## src/rtl/instruction_fetch_pkg.sv

```systemverilog
// Shared types and constants for the instruction fetch unit.
package instruction_fetch_pkg;

    typedef enum logic [2:0] {
        ST_IDLE,
        ST_REQ,
        ST_WAIT,
        ST_HOLD,
        ST_DROP
    } fetch_state_e;

    localparam logic [31:0] NOP              = 32'h0000_0013;
    localparam logic [31:0] DEFAULT_RESET_PC = 32'h0000_0000;

endpackage

```

## src/rtl/instruction_fetch_if.sv

```systemverilog
// Instruction memory request/response bus between fetch (master) and memory (slave).
interface instruction_fetch_if #(
    parameter int LEN = 32
);

    logic           mem_req_valid;
    logic           mem_req_ready;
    logic [LEN-1:0] mem_addr;
    logic           mem_resp_valid;
    logic [LEN-1:0] mem_rdata;

    modport master (
        output mem_req_valid,
        output mem_addr,
        input  mem_req_ready,
        input  mem_resp_valid,
        input  mem_rdata
    );

    modport slave (
        input  mem_req_valid,
        input  mem_addr,
        output mem_req_ready,
        output mem_resp_valid,
        output mem_rdata
    );

endinterface

```

## src/rtl/instruction_fetch_pc_register.sv

```systemverilog
// Program counter with priority reset > redirect > increment; always word aligned.
module pc_register
    import instruction_fetch_pkg::*;
#(
    parameter int             LEN      = 32,
    parameter logic [LEN-1:0] RESET_PC = LEN'(DEFAULT_RESET_PC)
) (
    input  logic           clk,
    input  logic           rst,
    input  logic           en,
    input  logic           redirect_valid,
    input  logic [LEN-1:0] redirect_pc,
    input  logic           incr,
    output logic [LEN-1:0] pc
);

    // NOTE: reset is synchronous and active-low, so it lives inside the clocked branch only.
    always_ff @(posedge clk) begin
        if (!rst) begin
            pc <= {RESET_PC[LEN-1:2], 2'b00};
        end else if (en) begin
            if (redirect_valid) begin
                pc <= {redirect_pc[LEN-1:2], 2'b00};
            end else if (incr) begin
                pc <= pc + LEN'(4);
            end
        end
    end

endmodule

```

## src/rtl/instruction_fetch.sv

```systemverilog
// Single-outstanding instruction fetch FSM feeding a decode stage through a held output register.
module instruction_fetch
    import instruction_fetch_pkg::*;
#(
    parameter int             LEN      = 32,
    parameter logic [LEN-1:0] RESET_PC = LEN'(DEFAULT_RESET_PC)
) (
    input  logic                clk,
    input  logic                rst,
    input  logic                rdy_in,
    instruction_fetch_if.master mem,
    input  logic                redirect_valid,
    input  logic [LEN-1:0]      redirect_pc,
    input  logic                stall_in,
    output logic                inst_valid,
    output logic [LEN-1:0]      instruction,
    output logic [LEN-1:0]      inst_pc
);

    fetch_state_e   state, state_d;
    logic [LEN-1:0] pc;
    logic           pc_incr;
    logic           inst_valid_d;
    logic [LEN-1:0] instruction_d;
    logic [LEN-1:0] inst_pc_d;

    pc_register #(
        .LEN      (LEN),
        .RESET_PC (RESET_PC)
    ) u_pc (
        .clk            (clk),
        .rst            (rst),
        .en             (rdy_in),
        .redirect_valid (redirect_valid),
        .redirect_pc    (redirect_pc),
        .incr           (pc_incr),
        .pc             (pc)
    );

    assign mem.mem_addr      = pc;
    assign mem.mem_req_valid = rst && rdy_in && (state == ST_REQ);

    // NOTE: every variable gets a default before the case so no path can infer a latch.
    always_comb begin
        state_d       = state;
        pc_incr       = 1'b0;
        inst_valid_d  = inst_valid;
        instruction_d = instruction;
        inst_pc_d     = inst_pc;

        case (state)
            ST_IDLE: state_d = ST_REQ;
            ST_REQ: begin
                if (mem.mem_req_ready) begin
                    state_d = redirect_valid ? ST_DROP : ST_WAIT;
                end
            end
            ST_WAIT: begin
                if (redirect_valid) begin
                    state_d = mem.mem_resp_valid ? ST_REQ : ST_DROP;
                end else if (mem.mem_resp_valid) begin
                    instruction_d = mem.mem_rdata;
                    inst_pc_d     = pc;
                    inst_valid_d  = 1'b1;
                    pc_incr       = 1'b1;
                    state_d       = ST_HOLD;
                end
            end
            // A response for the abandoned address is swallowed before fetching again.
            ST_DROP: begin
                if (mem.mem_resp_valid) begin
                    state_d = ST_REQ;
                end
            end
            ST_HOLD: begin
                if (redirect_valid || !stall_in) begin
                    inst_valid_d  = 1'b0;
                    instruction_d = LEN'(NOP);
                    state_d       = ST_REQ;
                end
            end
            default: state_d = ST_IDLE;
        endcase
    end

    // NOTE: sequential state uses non-blocking assignments so all registers update together.
    always_ff @(posedge clk) begin
        if (!rst) begin
            state       <= ST_IDLE;
            inst_valid  <= 1'b0;
            instruction <= LEN'(NOP);
            inst_pc     <= '0;
        end else if (rdy_in) begin
            state       <= state_d;
            inst_valid  <= inst_valid_d;
            instruction <= instruction_d;
            inst_pc     <= inst_pc_d;
        end
    end

    a_no_resp_when_frozen: assert property (
        @(posedge clk) disable iff (!rst) !(mem.mem_resp_valid && !rdy_in)
    );

endmodule

```

## src/flat_wrapper.sv

```systemverilog
// flat-port wrapper written by rule: the top's interface ports become plain ports
module instruction_fetch_flat import instruction_fetch_pkg::*;
#(
    parameter int             LEN      = 32,
    parameter logic [LEN-1:0] RESET_PC = LEN'(DEFAULT_RESET_PC)
)
  (clk, rst, rdy_in, redirect_valid, redirect_pc, stall_in, inst_valid, instruction, inst_pc, mem_mem_req_valid, mem_mem_addr, mem_mem_req_ready, mem_mem_resp_valid, mem_mem_rdata);
  instruction_fetch_if #(.LEN(LEN)) mem_i ();
  input  logic clk;
  input  logic rst;
  input  logic rdy_in;
  input  logic redirect_valid;
  input  logic [LEN-1:0] redirect_pc;
  input  logic stall_in;
  output logic inst_valid;
  output logic [LEN-1:0] instruction;
  output logic [LEN-1:0] inst_pc;
  output wire logic [$bits(mem_i.mem_req_valid)-1:0] mem_mem_req_valid;
  output wire logic [$bits(mem_i.mem_addr)-1:0] mem_mem_addr;
  input wire logic [$bits(mem_i.mem_req_ready)-1:0] mem_mem_req_ready;
  input wire logic [$bits(mem_i.mem_resp_valid)-1:0] mem_mem_resp_valid;
  input wire logic [$bits(mem_i.mem_rdata)-1:0] mem_mem_rdata;
  assign mem_mem_req_valid = mem_i.mem_req_valid;
  assign mem_mem_addr = mem_i.mem_addr;
  assign mem_i.mem_req_ready = mem_mem_req_ready;
  assign mem_i.mem_resp_valid = mem_mem_resp_valid;
  assign mem_i.mem_rdata = mem_mem_rdata;
  instruction_fetch #(.LEN(LEN), .RESET_PC(RESET_PC)) u_core (.clk(clk), .rst(rst), .rdy_in(rdy_in), .mem(mem_i), .redirect_valid(redirect_valid), .redirect_pc(redirect_pc), .stall_in(stall_in), .inst_valid(inst_valid), .instruction(instruction), .inst_pc(inst_pc));
endmodule
```

## config.mk

```make
export PLATFORM = sky130hd
export DESIGN_NAME = instruction_fetch_flat
export DESIGN_NICKNAME = d
export VERILOG_FILES = /design/src/rtl/instruction_fetch_pkg.sv /design/src/rtl/instruction_fetch_if.sv /design/src/rtl/instruction_fetch_pc_register.sv /design/src/rtl/instruction_fetch.sv /design/src/flat_wrapper.sv
export SDC_FILE = /design/constraint.sdc
export NUM_CORES = 1
export LEC_CHECK = 0
export ABC_AREA = 1
export CORE_MARGIN = 5
export CORE_UTILIZATION = 49
export CTS_CLUSTER_SIZE = 14
export DETAILED_ROUTE_END_ITERATION = 7
export GPL_ROUTABILITY_DRIVEN = 0
export PLACE_DENSITY = 0.83
export SLEW_MARGIN = 20
export SYNTH_ARGS = -nofsm -noshare
export SYNTH_HDL_FRONTEND = slang
export SYNTH_SLANG_ARGS = --single-unit
```

## constraint.sdc

```tcl
create_clock -name clk -period 4.4 [get_ports clk]
set_clock_uncertainty 0.15 [all_clocks]
set_input_delay 0.88 -clock clk [delete_from_list [all_inputs] [get_ports clk]]
set_output_delay 0.88 -clock clk [all_outputs]
set_load 0.02 [all_outputs]
```

==> out/metrics.cfg <==
[synthesis]
synthTopCellsByArea = dfxtp_1 (41%), nand2_1 (14%), a21oi_1 (9.4%)
yosysTopAreaCellShare_pct = 40.7
synth-xor-area-share_pct = 0.371
synth_top_family_by_area = simple AND/OR/NAND/NOR gates
synth_adder_area_share_pct = 0.265
yosysUniqueCellTypes = 30
yosys_register_bits = 96
syn_area_um2 = 4720
synthSimpleGateAreaFrac_pct = 30.3
synth_compound_area_share_pct = 18.0
synthCells = 713
avgSynthCellArea_um2 = 6.62
synthDominantAreaCellType = dfxtp_1
synth_warnings = 0
muxShareOfSynthArea_pct = 0
ys_seq_area_share_pct = 40.7

[floorplanning]
dieHeight_um = 108
boundaryPins = 169
core_um2 = 9330
fp.dieW_um = 108
start_util_pct = 50.6
std_cell_rows = 35
design.die.area_um2 = 11700

[layout]
final_nets = 924
final_util_pct = 70.1
stdcell_count = 986
final_common_cell = nand2_1
n_fill_cell = 836
n_antenna_cell = 0
layout_common_cells = nand2_1 (179), clkdlybuf4s50_1 (162), dfxtp_1 (96)
area_delta_synth_final_pct = 38.6
layout-drive-gt1-share_pct = 5.02

[min_path]
hp-class = reg2reg
hold_depth = 2

[clock_tree]
cts.clk_slew.worst_paths_ns = 0.09
cts.sink_count = 96
ctsLongestPathBuffers = 2
ctsResizeCount = 0
cts_made_buffers = 9
cts_tree = done
clkLatencyLatePin_ns = 0.36
htree_levels = 3
cts_root_buf = clkbuf_8
cts_hold_buffers = 0
postCtsSetupBuffers = 0

[setup_path]
rr_worst_depth = 9
setup.worst_path.class = in2out
cp-start-kind = input port
critPathMaxFanout = 2
crit_path_end_kind = primary output
cp.required_ns = 3.37
critPathArrivalTime_ns = 2.31

[routing]
ant_nets = 0
firstDrtPassIters = 6
drc_errors = 0
drt_iter0_markers = 365
route.vias.total = 5239
drt-wirelength-per-cell_um = 14.3
drt-vias-per-instance = 5.31
wirelength_um = 14100

[place]
post-dp-hpwl_um = 10200
port-buffer-count = 162
placedCellCount = 970

[sta]
slew_violations = 0
worstMarginPinSlew_ns = 0.730
hold_viol_final = 0
finalCritPeriodShare_pct = 75.9
finalSetupViolations = 0
tns_ns = 0
grt_setup_unrepaired = false
clock.fmax_ghz = 0.299
relSlewSlack_pct = 51.2
period_needed_ns = 3.34

[global_route]
track_usage_pct = 23.8
antenna_found_initial = 0
grt.overflow.total = 0
grt_max_degree = 65
grt_pass1_vias = 4792
grt_pass1_wl_um = 22600

[pwr]
power.leakage_uw = 0.00223
power_density_nw_per_um2 = 273
peakVddDrop_mv = 0.135

[run_status]
status = completed

[job]
cap_violations = 0

metal layers:
layer  global-route usage, %  vias to the layer above  wire length (um)
li1                        -                     2599                 -
met1                    31.3                     2379              6010
met2                    39.9                      233              6710
met3                    3.70                       28              1110
met4                    8.21                        0               307
met5                       0                        -                 0
critical path: stages:
cell and delay [ns]:
clkdlybuf4s50_1 0.49, clkinv_1 0.11, nor3_1 0.18, clkdlybuf4s50_1 0.65
area by class of cell:
class | instances | area (um^2) | area share [%]
tap | 129 | 161 | 2.47
clock buffer | 9 | 124 | 1.89
timing repair buffer | 171 | 1690 | 25.8
inverter | 69 | 259 | 3.96
sequential | 96 | 1920 | 29.4
multi-input combinational | 505 | 2320 | 35.5
clock inverter | 7 | 62.6 | 0.957
registers in the layout, summed over array words and instances, names as in the netlist:
| signal | flops |
|---|---|
| u_core.inst_pc | 30 |
| u_core.inst_valid | 1 |
| u_core.instruction | 32 |
| u_core.state | 3 |
| u_core.u_pc.pc | 30 |
logic make-up (layout without fill, tap and decap cells):
logic type,count (synthesis),in the layout
AOI/OAI and AO/OA,165,165
xor gates and xnor gates,2,2
adders and majority gates,1,1
buffers and inverters,115,256
DFF,96,96
other,1,4
and+or+nand+nor,333,333
where the power goes:
part | internal, uW | switching [uW] | leakage (uW)
combinational | 136 | 161 | 0.00135
clock | 218 | 339 | 0.0000976
sequential | 895 | 35.8 | 0.000778
total | 1250 | 536 | 0.00223
synth_stat cells:
library cell,n
buf_4,7
nor2_1,72
dfxtp_1,96
o21ai_1,5
o21bai_1,2
or2_2,1
nor2_4,3
nand3_1,32
nand2_2,2
a31oi_1,6
o21ai_2,1
clkinv_1,1
and2_1,1
a21oi_1,89
xnor2_1,2
o21ai_0,58
o2111ai_1,1
inv_1,65
nand4_1,30
buf_2,15
inv_2,3
clkbuf_1,23
nor3_1,5
ha_1,1
conb_1,1
o22ai_1,3
nand3_2,1
buf_6,1
nand2_1,179
nor2_2,7
stage by stage:
| stage | area (um^2) | hold slack [ns] | power, uW | setup WS (ns) |
|---|---|---|---|---|
| 5_1_grt | 6540 | 0.316 | 1870 | 1.02 |
| 4_1_cts | 6540 | 0.300 | 1800 | 1.06 |
| 3_3_place_gp | 6350 | 0.283 | 1240 | 1.07 |
| 3_5_place_dp | 6350 | 0.285 | 1240 | 1.06 |
| 2_1_floorplan | 4730 | 0.326 | 1100 | 1.69 |
| 6_report | 6540 | 0.298 | 1780 | 1.06 |
final timing paths:
kind | startpoint | end | slack [ns]
setup / recovery | rst | mem_mem_req_valid | 1.06
hold reg to reg | u_core.inst_pc[18] | u_core.inst_pc[18] | 0.30
hold / removal | u_core.inst_pc[18] | u_core.inst_pc[18] | 0.30
setup reg to reg | u_core.state[2] | u_core.u_pc.pc[31] | 1.84
(Power assumes the default switching activity.)
